## src/rtl/otp_emu_if.sv

```systemverilog
// Core-to-OTP macro pin bundle: the core drives requests (master), the fuse
// emulation answers with data, status and pulses (slave).
interface otp_emu_if #(
  parameter int AW = 6,
  parameter int DW = 8
);
  logic          otp_cs;
  logic          otp_read;
  logic          otp_prog;
  logic [AW-1:0] otp_addr;
  logic [DW-1:0] otp_dati;
  logic [DW-1:0] otp_dato;
  logic          otp_busy;
  logic          otp_rdvld;
  logic          otp_pdone;
  logic          otp_err;
  logic          otp_lock;

  modport master (
    output otp_cs, otp_read, otp_prog, otp_addr, otp_dati,
    input  otp_dato, otp_busy, otp_rdvld, otp_pdone, otp_err, otp_lock
  );

  modport slave (
    input  otp_cs, otp_read, otp_prog, otp_addr, otp_dati,
    output otp_dato, otp_busy, otp_rdvld, otp_pdone, otp_err, otp_lock
  );
endinterface

```

## src/rtl/otp_emu.sv

```systemverilog
// Behavioural OTP fuse macro for FPGA builds: fixed-latency reads, timed
// bit-set-only program cycles, a lock fuse in the top word and a sticky error flag.
module otp_emu #(
  parameter int AW       = 6,
  parameter int DW       = 8,
  parameter int RD_LAT   = 2,
  parameter int PROG_CYC = 64
) (
  input logic       clk,
  input logic       rst,
  otp_emu_if.slave  bus
);
  localparam int            CW        = 16;
  localparam int            DEPTH     = 1 << AW;
  localparam logic [AW-1:0] LOCK_ADDR = {AW{1'b1}};

  typedef enum logic [1:0] {
    IDLE = 2'd0,
    READ = 2'd1,
    PROG = 2'd2,
    DONE = 2'd3
  } state_t;

  state_t        state_r;
  logic [DW-1:0] mem_r [DEPTH];
  logic [AW-1:0] addr_r;
  logic [DW-1:0] dati_r;
  logic [DW-1:0] dato_r;
  logic [CW-1:0] cnt_r;
  logic          rdvld_r;
  logic          pdone_r;
  logic          err_r;

  logic          lock_s;
  logic          rd_req_s;
  logic          pg_req_s;
  logic          bad_req_s;

  // Request decode and lock fuse tap
  always_comb begin
    lock_s    = mem_r[LOCK_ADDR][DW-1];
    rd_req_s  = bus.otp_cs & bus.otp_read & ~bus.otp_prog;
    pg_req_s  = bus.otp_cs & bus.otp_prog & ~bus.otp_read;
    bad_req_s = bus.otp_cs & bus.otp_read & bus.otp_prog;
  end

  // Access FSM, fuse array and registered status outputs
  always_ff @(posedge clk or posedge rst) begin
    if (rst) begin
      state_r <= IDLE;
      for (int i = 0; i < DEPTH; i++) begin
        mem_r[i] <= {DW{1'b0}};
      end
      addr_r  <= {AW{1'b0}};
      dati_r  <= {DW{1'b0}};
      dato_r  <= {DW{1'b0}};
      cnt_r   <= {CW{1'b0}};
      rdvld_r <= 1'b0;
      pdone_r <= 1'b0;
      err_r   <= 1'b0;
    end else begin
      rdvld_r <= 1'b0;
      pdone_r <= 1'b0;
      case (state_r)
        IDLE: begin
          if (bad_req_s) begin
            err_r <= 1'b1;
          end else if (rd_req_s) begin
            addr_r  <= bus.otp_addr;
            cnt_r   <= CW'(RD_LAT - 1);
            state_r <= READ;
          end else if (pg_req_s) begin
            // A blown lock fuse freezes the whole array, lock word included
            if (lock_s) begin
              err_r <= 1'b1;
            end else begin
              addr_r  <= bus.otp_addr;
              dati_r  <= bus.otp_dati;
              cnt_r   <= CW'(PROG_CYC - 1);
              state_r <= PROG;
            end
          end else begin
            state_r <= IDLE;
          end
        end
        READ: begin
          if (cnt_r == {CW{1'b0}}) begin
            dato_r  <= mem_r[addr_r];
            rdvld_r <= 1'b1;
            state_r <= IDLE;
          end else begin
            cnt_r <= cnt_r - CW'(1);
          end
        end
        PROG: begin
          if (!bus.otp_cs) begin
            err_r   <= 1'b1;
            state_r <= IDLE;
          end else if (cnt_r == {CW{1'b0}}) begin
            mem_r[addr_r] <= mem_r[addr_r] | dati_r;
            state_r       <= DONE;
          end else begin
            cnt_r <= cnt_r - CW'(1);
          end
        end
        DONE: begin
          pdone_r <= 1'b1;
          state_r <= IDLE;
        end
        default: begin
          state_r <= IDLE;
        end
      endcase
    end
  end

  assign bus.otp_dato  = dato_r;
  assign bus.otp_busy  = (state_r != IDLE);
  assign bus.otp_rdvld = rdvld_r;
  assign bus.otp_pdone = pdone_r;
  assign bus.otp_err   = err_r;
  assign bus.otp_lock  = lock_s;
endmodule

```

## src/flat_wrapper.sv

```systemverilog
// flat-port wrapper written by rule: the top's interface ports become plain ports
module otp_emu_flat 
#(
  parameter int AW       = 6,
  parameter int DW       = 8,
  parameter int RD_LAT   = 2,
  parameter int PROG_CYC = 64
)
  (clk, rst, bus_otp_cs, bus_otp_read, bus_otp_prog, bus_otp_addr, bus_otp_dati, bus_otp_dato, bus_otp_busy, bus_otp_rdvld, bus_otp_pdone, bus_otp_err, bus_otp_lock);
  otp_emu_if #(.AW(AW), .DW(DW)) bus_i ();
  input logic clk;
  input logic rst;
  input wire logic [$bits(bus_i.otp_cs)-1:0] bus_otp_cs;
  input wire logic [$bits(bus_i.otp_read)-1:0] bus_otp_read;
  input wire logic [$bits(bus_i.otp_prog)-1:0] bus_otp_prog;
  input wire logic [$bits(bus_i.otp_addr)-1:0] bus_otp_addr;
  input wire logic [$bits(bus_i.otp_dati)-1:0] bus_otp_dati;
  output wire logic [$bits(bus_i.otp_dato)-1:0] bus_otp_dato;
  output wire logic [$bits(bus_i.otp_busy)-1:0] bus_otp_busy;
  output wire logic [$bits(bus_i.otp_rdvld)-1:0] bus_otp_rdvld;
  output wire logic [$bits(bus_i.otp_pdone)-1:0] bus_otp_pdone;
  output wire logic [$bits(bus_i.otp_err)-1:0] bus_otp_err;
  output wire logic [$bits(bus_i.otp_lock)-1:0] bus_otp_lock;
  assign bus_i.otp_cs = bus_otp_cs;
  assign bus_i.otp_read = bus_otp_read;
  assign bus_i.otp_prog = bus_otp_prog;
  assign bus_i.otp_addr = bus_otp_addr;
  assign bus_i.otp_dati = bus_otp_dati;
  assign bus_otp_dato = bus_i.otp_dato;
  assign bus_otp_busy = bus_i.otp_busy;
  assign bus_otp_rdvld = bus_i.otp_rdvld;
  assign bus_otp_pdone = bus_i.otp_pdone;
  assign bus_otp_err = bus_i.otp_err;
  assign bus_otp_lock = bus_i.otp_lock;
  otp_emu #(.AW(AW), .DW(DW), .RD_LAT(RD_LAT), .PROG_CYC(PROG_CYC)) u_core (.clk(clk), .rst(rst), .bus(bus_i));
endmodule
```

## config.mk

```make
export PLATFORM = sky130hd
export DESIGN_NAME = otp_emu_flat
export DESIGN_NICKNAME = d
export VERILOG_FILES = /design/src/rtl/otp_emu_if.sv /design/src/rtl/otp_emu.sv /design/src/flat_wrapper.sv
export SDC_FILE = /design/constraint.sdc
export NUM_CORES = 1
export LEC_CHECK = 0
export ABC_CLOCK_PERIOD_IN_PS = 19800
export BUFFER_PORTS_ARGS = -buffer_cell sky130_fd_sc_hd__buf_2
export CELL_PAD_IN_SITES_DETAIL_PLACEMENT = 0
export CELL_PAD_IN_SITES_GLOBAL_PLACEMENT = 2
export CORE_MARGIN = 5
export CORE_UTILIZATION = 41
export DETAILED_ROUTE_END_ITERATION = 10
export PLACE_DENSITY = 0.76
export SETUP_SLACK_MARGIN = 0.15
export SYNTH_ARGS = -nofsm -noshare
export SYNTH_HDL_FRONTEND = slang
export SYNTH_SLANG_ARGS = --single-unit
```

## constraint.sdc

```tcl
create_clock -name clk -period 19.8 [get_ports clk]
set_clock_uncertainty 0.05 [all_clocks]
set_input_delay 1.98 -clock clk [delete_from_list [all_inputs] [get_ports clk]]
set_output_delay 1.98 -clock clk [all_outputs]
set_load 0.01 [all_outputs]
```

==> results.sh, run 1 <==
export IMPL_post_dp_cell_area_mm2=0.0257
export IMPL_internal_power_mw=1.97
export IMPL_syn_cell_area_mm2=0.0251
export IMPL_vias=19000
export IMPL_dp_hpwl_um=46700
export IMPL_dieArea_mm2=0.0664
export IMPL_syn_num_nets=2598
export IMPL_peakVddDrop_uv=74.8
export IMPL_cts_sinks=555
export IMPL_ctsResizeCount=0
export IMPL_min_to="u_core.mem_r[500]$_DFFE_PP0P_"
export IMPL_die_height_um=258
export IMPL_drcViolationCount=0
export IMPL_cts_root_buf="clkbuf_16"
export IMPL_hold_path_class="flip-flop to flip-flop"
export IMPL_max_stage_delay_ns=1.06
export IMPL_holdPathStages=2
export IMPL_placement_io_buffers=31
export IMPL_slew_viol_final=0
export IMPL_crit_fanout=53
export IMPL_arrival_ns=5.32
export IMPL_drv_cap=0
export IMPL_syn_inst=2573
export IMPL_initial_utilization=0.415
export IMPL_postRouteAntennaNets=0
export IMPL_drt_iter0_drc=1415
export IMPL_finalHoldViolations=0
export IMPL_io_pins=32
export IMPL_core_area_mm2=0.0606
export IMPL_ys_seq_elements=555
export IMPL_vias_per_cell=5.70
export IMPL_diodes=0
export IMPL_synth_edf_count=0
export IMPL_ys_seq_area_frac=0.552
export IMPL_critical_path_class="flip-flop to flip-flop"
export IMPL_synthFlopType="dfrtp_1"
export IMPL_fmax_mhz=203
export IMPL_seqPwrFrac=0.410
export IMPL_synthDistinctLibCells=58
export IMPL_dp_cells=3223
export IMPL_area_growth_pct=10.3
export IMPL_setup_viol=0
export IMPL_timing_reg2reg_setup_slack_ns=14.88
export IMPL_p_sw_uw=971
export IMPL_leakage_nw=12.3
export IMPL_rsz0062_at_grt="false"
export IMPL_power_density_mw_per_mm2=106
export IMPL_crit_slowest_cell="dfrtp_4"
export IMPL_synth_top_area_share=0.552
export IMPL_status="finished clean"
export IMPL_p_clk_frac=0.391
export IMPL_synthTopCellsByArea="dfrtp_1 55%, a21oi_1 6.0%, mux2i_1 5.8%"
export IMPL_cts_tree="yes"
export IMPL_dr_pass1_iters=5
export IMPL_worstSetupEndpointType="flip-flop"
export IMPL_clk_pin_slew_ns=0.06
export IMPL_insertion_delay_ns=0.63
export IMPL_die_w_um=258
export IMPL_p_sw_frac=0.330
export IMPL_crit_required_ns=20.20
export IMPL_tightestPinTransition_ns=1.18
export IMPL_final_area_mm2=0.0277
export IMPL_routed_wl_um=73300
export IMPL_p_total_mw=2.94
export IMPL_timing_setup_tns_ns=0
export IMPL_r2r_end="u_core.mem_r[295]$_DFFE_PP0P_"
export IMPL_p_comb_frac=0.199
export IMPL_yosys_warnings=0
export IMPL_post_place_ws_ns=14.55
export IMPL_cts_max_level=2
export IMPL_async_flop_share=1.00
export IMPL_ctsHoldBuffers=0
export IMPL_nets=2529
export IMPL_grt_pass1_vias=18600
export IMPL_min_from="u_core.mem_r[500]$_DFFE_PP0P_"
export IMPL_multi_input_area_mm2=0.0103
export IMPL_start_kind="flip-flop"
export IMPL_grt_max_degree=177
export IMPL_cp_cell_sequence="buf_4 > nand2b_1 > o32ai_1 > o31ai_1 > nand4_1 > nor2_2 > a31oi_1"
export IMPL_num_rows=90
export IMPL_slew_headroom=0.208
export IMPL_seqCellArea_mm2=0.0139
export IMPL_grt_use_total=0.220
export IMPL_grt_pass1_wl_um=115000
export IMPL_layout_drive_gt1_share=0.0955
export IMPL_final_util=0.458
export IMPL_gp_congestion=0.816
export IMPL_fin_crit_sh=0.249
export IMPL_layout_cells_non_filler=3338
export IMPL_wl_per_cell_um=22.0
export IMPL_n_fill_cell=5761
export IMPL_holdWs_ns=0.425
export IMPL_avgSynthCellArea_um2=9.77
export IMPL_rr_startpoint="u_core.addr_r[2]$_DFFE_PP0P_"
export IMPL_cts_setup_buffers=0
export IMPL_min_period_ns=4.92
export IMPL_worst_slack_ns=14.88
export IMPL_reg2reg_depth=7
export IMPL_max_clock_path_buffers=3
export IMPL_gr_total_overflow=0
export IMPL_cts_buffers=61
export IMPL_yosys_area_top_type="dfrtp_1"
export IMPL_antenna_found_initial=3
## routing by layer
| metal | vias to the layer above | part of all wire | global-route usage |
|---|---|---|---|
| li1 | 8962 | - | - |
| met1 | 9427 | 0.45 | 0.311 |
| met2 | 490 | 0.46 | 0.347 |
| met3 | 139 | 0.060 | 0.0413 |
| met4 | 8 | 0.030 | 0.0648 |
| met5 | - | 0.0016 | 0.00877 |
## registers in the layout (all words and copies together), names as in the netlist
name / flops
u_core.bus.otp_lock: 1
u_core.dati_r: 8
u_core.state_r: 2
u_core.bus.otp_rdvld: 1
u_core.bus.otp_dato: 8
u_core.bus.otp_err: 1
u_core.bus.otp_pdone: 1
u_core.cnt_r: 16
u_core.addr_r: 6
u_core.mem_r: 511
## how the worst max path moves through the flow
stage | slack, ns | endpoint | from | cells after the start
2_1_floorplan | 2.25 | u_core.addr_r[0]$_DFFE_PP0P_ | rst | 1
3_3_place_gp | 14.61 | u_core.addr_r[5]$_DFFE_PP0P_ | rst | 5
3_5_place_dp | 14.55 | u_core.addr_r[5]$_DFFE_PP0P_ | rst | 5
4_1_cts | 14.97 | u_core.mem_r[295]$_DFFE_PP0P_ | u_core.addr_r[2]$_DFFE_PP0P_ | 8
5_1_grt | 14.65 | u_core.mem_r[263]$_DFFE_PP0P_ | u_core.addr_r[2]$_DFFE_PP0P_ | 7
6_report | 14.88 | u_core.mem_r[295]$_DFFE_PP0P_ | u_core.addr_r[2]$_DFFE_PP0P_ | 7
## layout make-up
class	instances	area share
clock buffers	94	0.0683
clock inverters	21	0.00587
inverters	24	0.00352
multi-input cells	1795	0.370
flip-flops and latches	555	0.501
well taps	782	0.0353
repair buffers	67	0.0158
## power by group through the flow
stage / clock network (mW) / registers (mW) / logic [mW]
finish: 1.15 / 1.21 / 0.585
global route: 1.23 / 1.21 / 0.627
CTS: 1.18 / 1.21 / 0.588
detailed placement: 0 / 1.23 / 0.587
global placement: 0 / 1.23 / 0.585
floorplan: 0 / 1.19 / 0.404
## worst max-delay path, delay by kind of cell, from the launching register on
kind,cells,cell delay [ns]
DFF,1,1.06
and+or+nand+nor,3,2.11
AOI/OAI and AO/OA,3,0.91
buffers and inverters,1,0.51
## logic make-up after synthesis
group                      after synthesis  synth area share
xor gates and xnor gates                 7           0.00244
muxes                                  155            0.0622
adders and majority gates                6           0.00299
DFF                                    555             0.552
buffers and inverters                  223            0.0412
and+or+nand+nor                        787             0.142
AOI/OAI and AO/OA                      840             0.197
## synthesized netlist by cell type (all sizes together), types with 4 or more instances
cell / n
nand3: 34
mux2i: 146
a22oi: 23
a221oi: 45
ha: 6
a221o: 21
o211ai: 6
or3b: 9
a31oi: 10
o21ai: 278
nor3b: 4
buf: 112
clkbuf: 87
nor2: 340
or3: 8
mux2: 9
or2: 4
a22o: 35
nand2b: 7
nor2b: 6
o22ai: 75
xor2: 7
nand2: 311
nor4: 8
a21oi: 301
o31ai: 6
dfrtp: 555
o22a: 5
inv: 24
o21a: 7
nor3: 32
and2: 10
o32ai: 8
## cells in the final DEF, fill, tap and decap left out, types with 11 or more instances in the layout
cell type  instances
a21oi_1          301
a221o_1           21
a221oi_1          45
a22o_1            35
a22oi_1           23
buf_2             31
buf_4             35
clkbuf_1          11
clkbuf_16         63
clkbuf_8          20
clkinv_2          17
dfrtp_1          553
inv_1             22
mux2i_1          146
nand2_1          311
nand3_1           34
nor2_1           314
nor2_4            25
nor3_1            15
o21ai_0          278
o22ai_1           75
(Power assumes the default switching activity.)
==> run 2: changes to the inputs <==
ABC_CLOCK_PERIOD_IN_PS = 4110   (was 19800)
CORE_UTILIZATION = 37   (was 41)
PLACE_DENSITY = 0.72   (was 0.76)
clock period = 4.11 ns   (was 19.8 ns; I/O delays follow)
==> results.sh, run 2 (same netlist as run 1, synthesis figures left out) <==
export IMPL_gr_total_overflow=0
export IMPL_rsz0062_at_grt="false"
export IMPL_antenna_found_initial=2
export IMPL_worst_slack_ns=0.655
export IMPL_status="finished clean"
export IMPL_cts_tree="yes"
export IMPL_setup_viol=0
export IMPL_peakVddDrop_uv=243
export IMPL_die_height_um=271
export IMPL_tightestPinTransition_ns=1.09
export IMPL_slew_viol_final=0
export IMPL_final_cell_mix="553 x dfrtp_1, 314 x nor2_1, 311 x nand2_1, 301 x a21oi_1, 278 x o21ai_0"
export IMPL_worstSetupEndpointType="flip-flop"
export IMPL_grt_pass1_wl_um=116000
export IMPL_reg_top3="u_core.mem_r (511), u_core.cnt_r (16)"
export IMPL_ctsHoldBuffers=9
export IMPL_grt_pass1_vias=18700
export IMPL_p_sw_frac=0.324
export IMPL_initial_utilization=0.374
export IMPL_holdWs_ns=0.0591
export IMPL_internal_power_mw=9.96
export IMPL_leakage_nw=12.6
export IMPL_final_util=0.423
export IMPL_top_register="u_core.mem_r"
export IMPL_start_kind="flip-flop"
export IMPL_insertion_delay_ns=0.61
export IMPL_crit_fanout=19
export IMPL_vias=18900
export IMPL_area_growth_pct=13.2
export IMPL_final_area_mm2=0.0285
export IMPL_clk_pin_slew_ns=0.06
export IMPL_seqPwrFrac=0.389
export IMPL_cts_setup_buffers=0
export IMPL_dr_pass1_iters=5
export IMPL_grt_max_degree=146
export IMPL_io_pins=32
export IMPL_p_comb_frac=0.209
export IMPL_dieArea_mm2=0.0733
export IMPL_cts_sinks=555
export IMPL_dp_cells=3347
export IMPL_vias_per_cell=5.43
export IMPL_num_rows=95
export IMPL_drv_cap=0
export IMPL_routed_wl_um=74500
export IMPL_layout_cells_non_filler=3472
export IMPL_layout_drive_gt1_share=0.106
export IMPL_post_place_ws_ns=0.721
export IMPL_p_clk_frac=0.402
export IMPL_core_area_mm2=0.0673
export IMPL_cts_buffers=66
export IMPL_wl_per_cell_um=21.5
export IMPL_largest_register_ff_count=511
export IMPL_nets=2576
export IMPL_arrival_ns=3.86
export IMPL_finalHoldViolations=0
export IMPL_p_total_mw=14.7
export IMPL_drcViolationCount=0
export IMPL_final_common_cell="dfrtp_1"
export IMPL_critical_path_class="flip-flop to flip-flop"
export IMPL_max_clock_path_buffers=3
export IMPL_cts_root_buf="clkbuf_16"
export IMPL_post_dp_cell_area_mm2=0.0262
export IMPL_p_sw_mw=4.78
export IMPL_min_period_ns=3.45
export IMPL_ctsResizeCount=0
export IMPL_crit_required_ns=4.52
export IMPL_drt_iter0_drc=1486
export IMPL_gp_congestion=0.800
export IMPL_grt_use_total=0.202
export IMPL_placement_io_buffers=31
export IMPL_die_w_um=271
export IMPL_cts_max_level=3
export IMPL_fmax_mhz=289
export IMPL_slew_headroom=0.273
export IMPL_postRouteAntennaNets=0
export IMPL_power_density_mw_per_mm2=518
export IMPL_dp_hpwl_um=48800
export IMPL_fin_crit_sh=0.841
export IMPL_hold_path_class="input pin to flip-flop"
export IMPL_timing_setup_tns_ns=0
-- run 2: layout make-up --
class	instances	area (um^2)
Timing Repair Buffer	109	926
Antenna cell	1	2.50
Sequential cell	555	13900
Multi-Input combinational cell	1795	10300
Tap cell	873	1090
Clock inverter	17	226
Fill cell	6542	38800
Clock buffer	98	1970
Inverter	24	93.8
-- run 2: routing by layer --
layer | GRT usage | vias up | wire length [um] | share of wire
met5 | 0 | - | 13 | 0.00017
met4 | 0.0553 | 2 | 1820 | 0.024
met3 | 0.0356 | 114 | 3360 | 0.045
met2 | 0.319 | 381 | 34600 | 0.46
met1 | 0.289 | 9303 | 34700 | 0.47
li1 | - | 9050 | - | -
-- run 2: path summary, 6_finish.rpt --
path | from | end | slack [ns] | cells after the start
min in group asynchronous | rst | u_core.mem_r[400]$_DFFE_PP0P_ | 0.39 | 3
worst min register to register | u_core.bus.otp_err$_DFFE_PP0P_ | u_core.bus.otp_err$_DFFE_PP0P_ | 0.42 | 1
worst max-delay path | u_core.addr_r[0]$_DFFE_PP0P_ | u_core.mem_r[455]$_DFFE_PP0P_ | 0.66 | 6
max in group asynchronous | rst | u_core.mem_r[467]$_DFFE_PP0P_ | 2.40 | 4
worst max register to register | u_core.addr_r[0]$_DFFE_PP0P_ | u_core.mem_r[455]$_DFFE_PP0P_ | 0.66 | 6
worst min-delay path | bus_otp_dati[7] | u_core.dati_r[7]$_DFFE_PP0P_ | 0.06 | 2
-- run 2: worst max-delay path: stages, from the launching register on --
cell and delay (ns):
dfrtp_1 0.75, buf_4 0.29, nand2_1 0.37, nor3_2 0.78, nand3_1 0.66, nor3_1 0.35, a21oi_1 0.07
-- run 2: power by group through the flow --
stage	registers, mW	clock network, mW	logic, mW
after floorplan	5.72	0	1.95
after global placement	5.83	0	3.08
after detailed placement	5.84	0	3.09
after CTS	5.74	6.09	3.10
after global routing	5.75	6.29	3.30
final	5.74	5.92	3.08
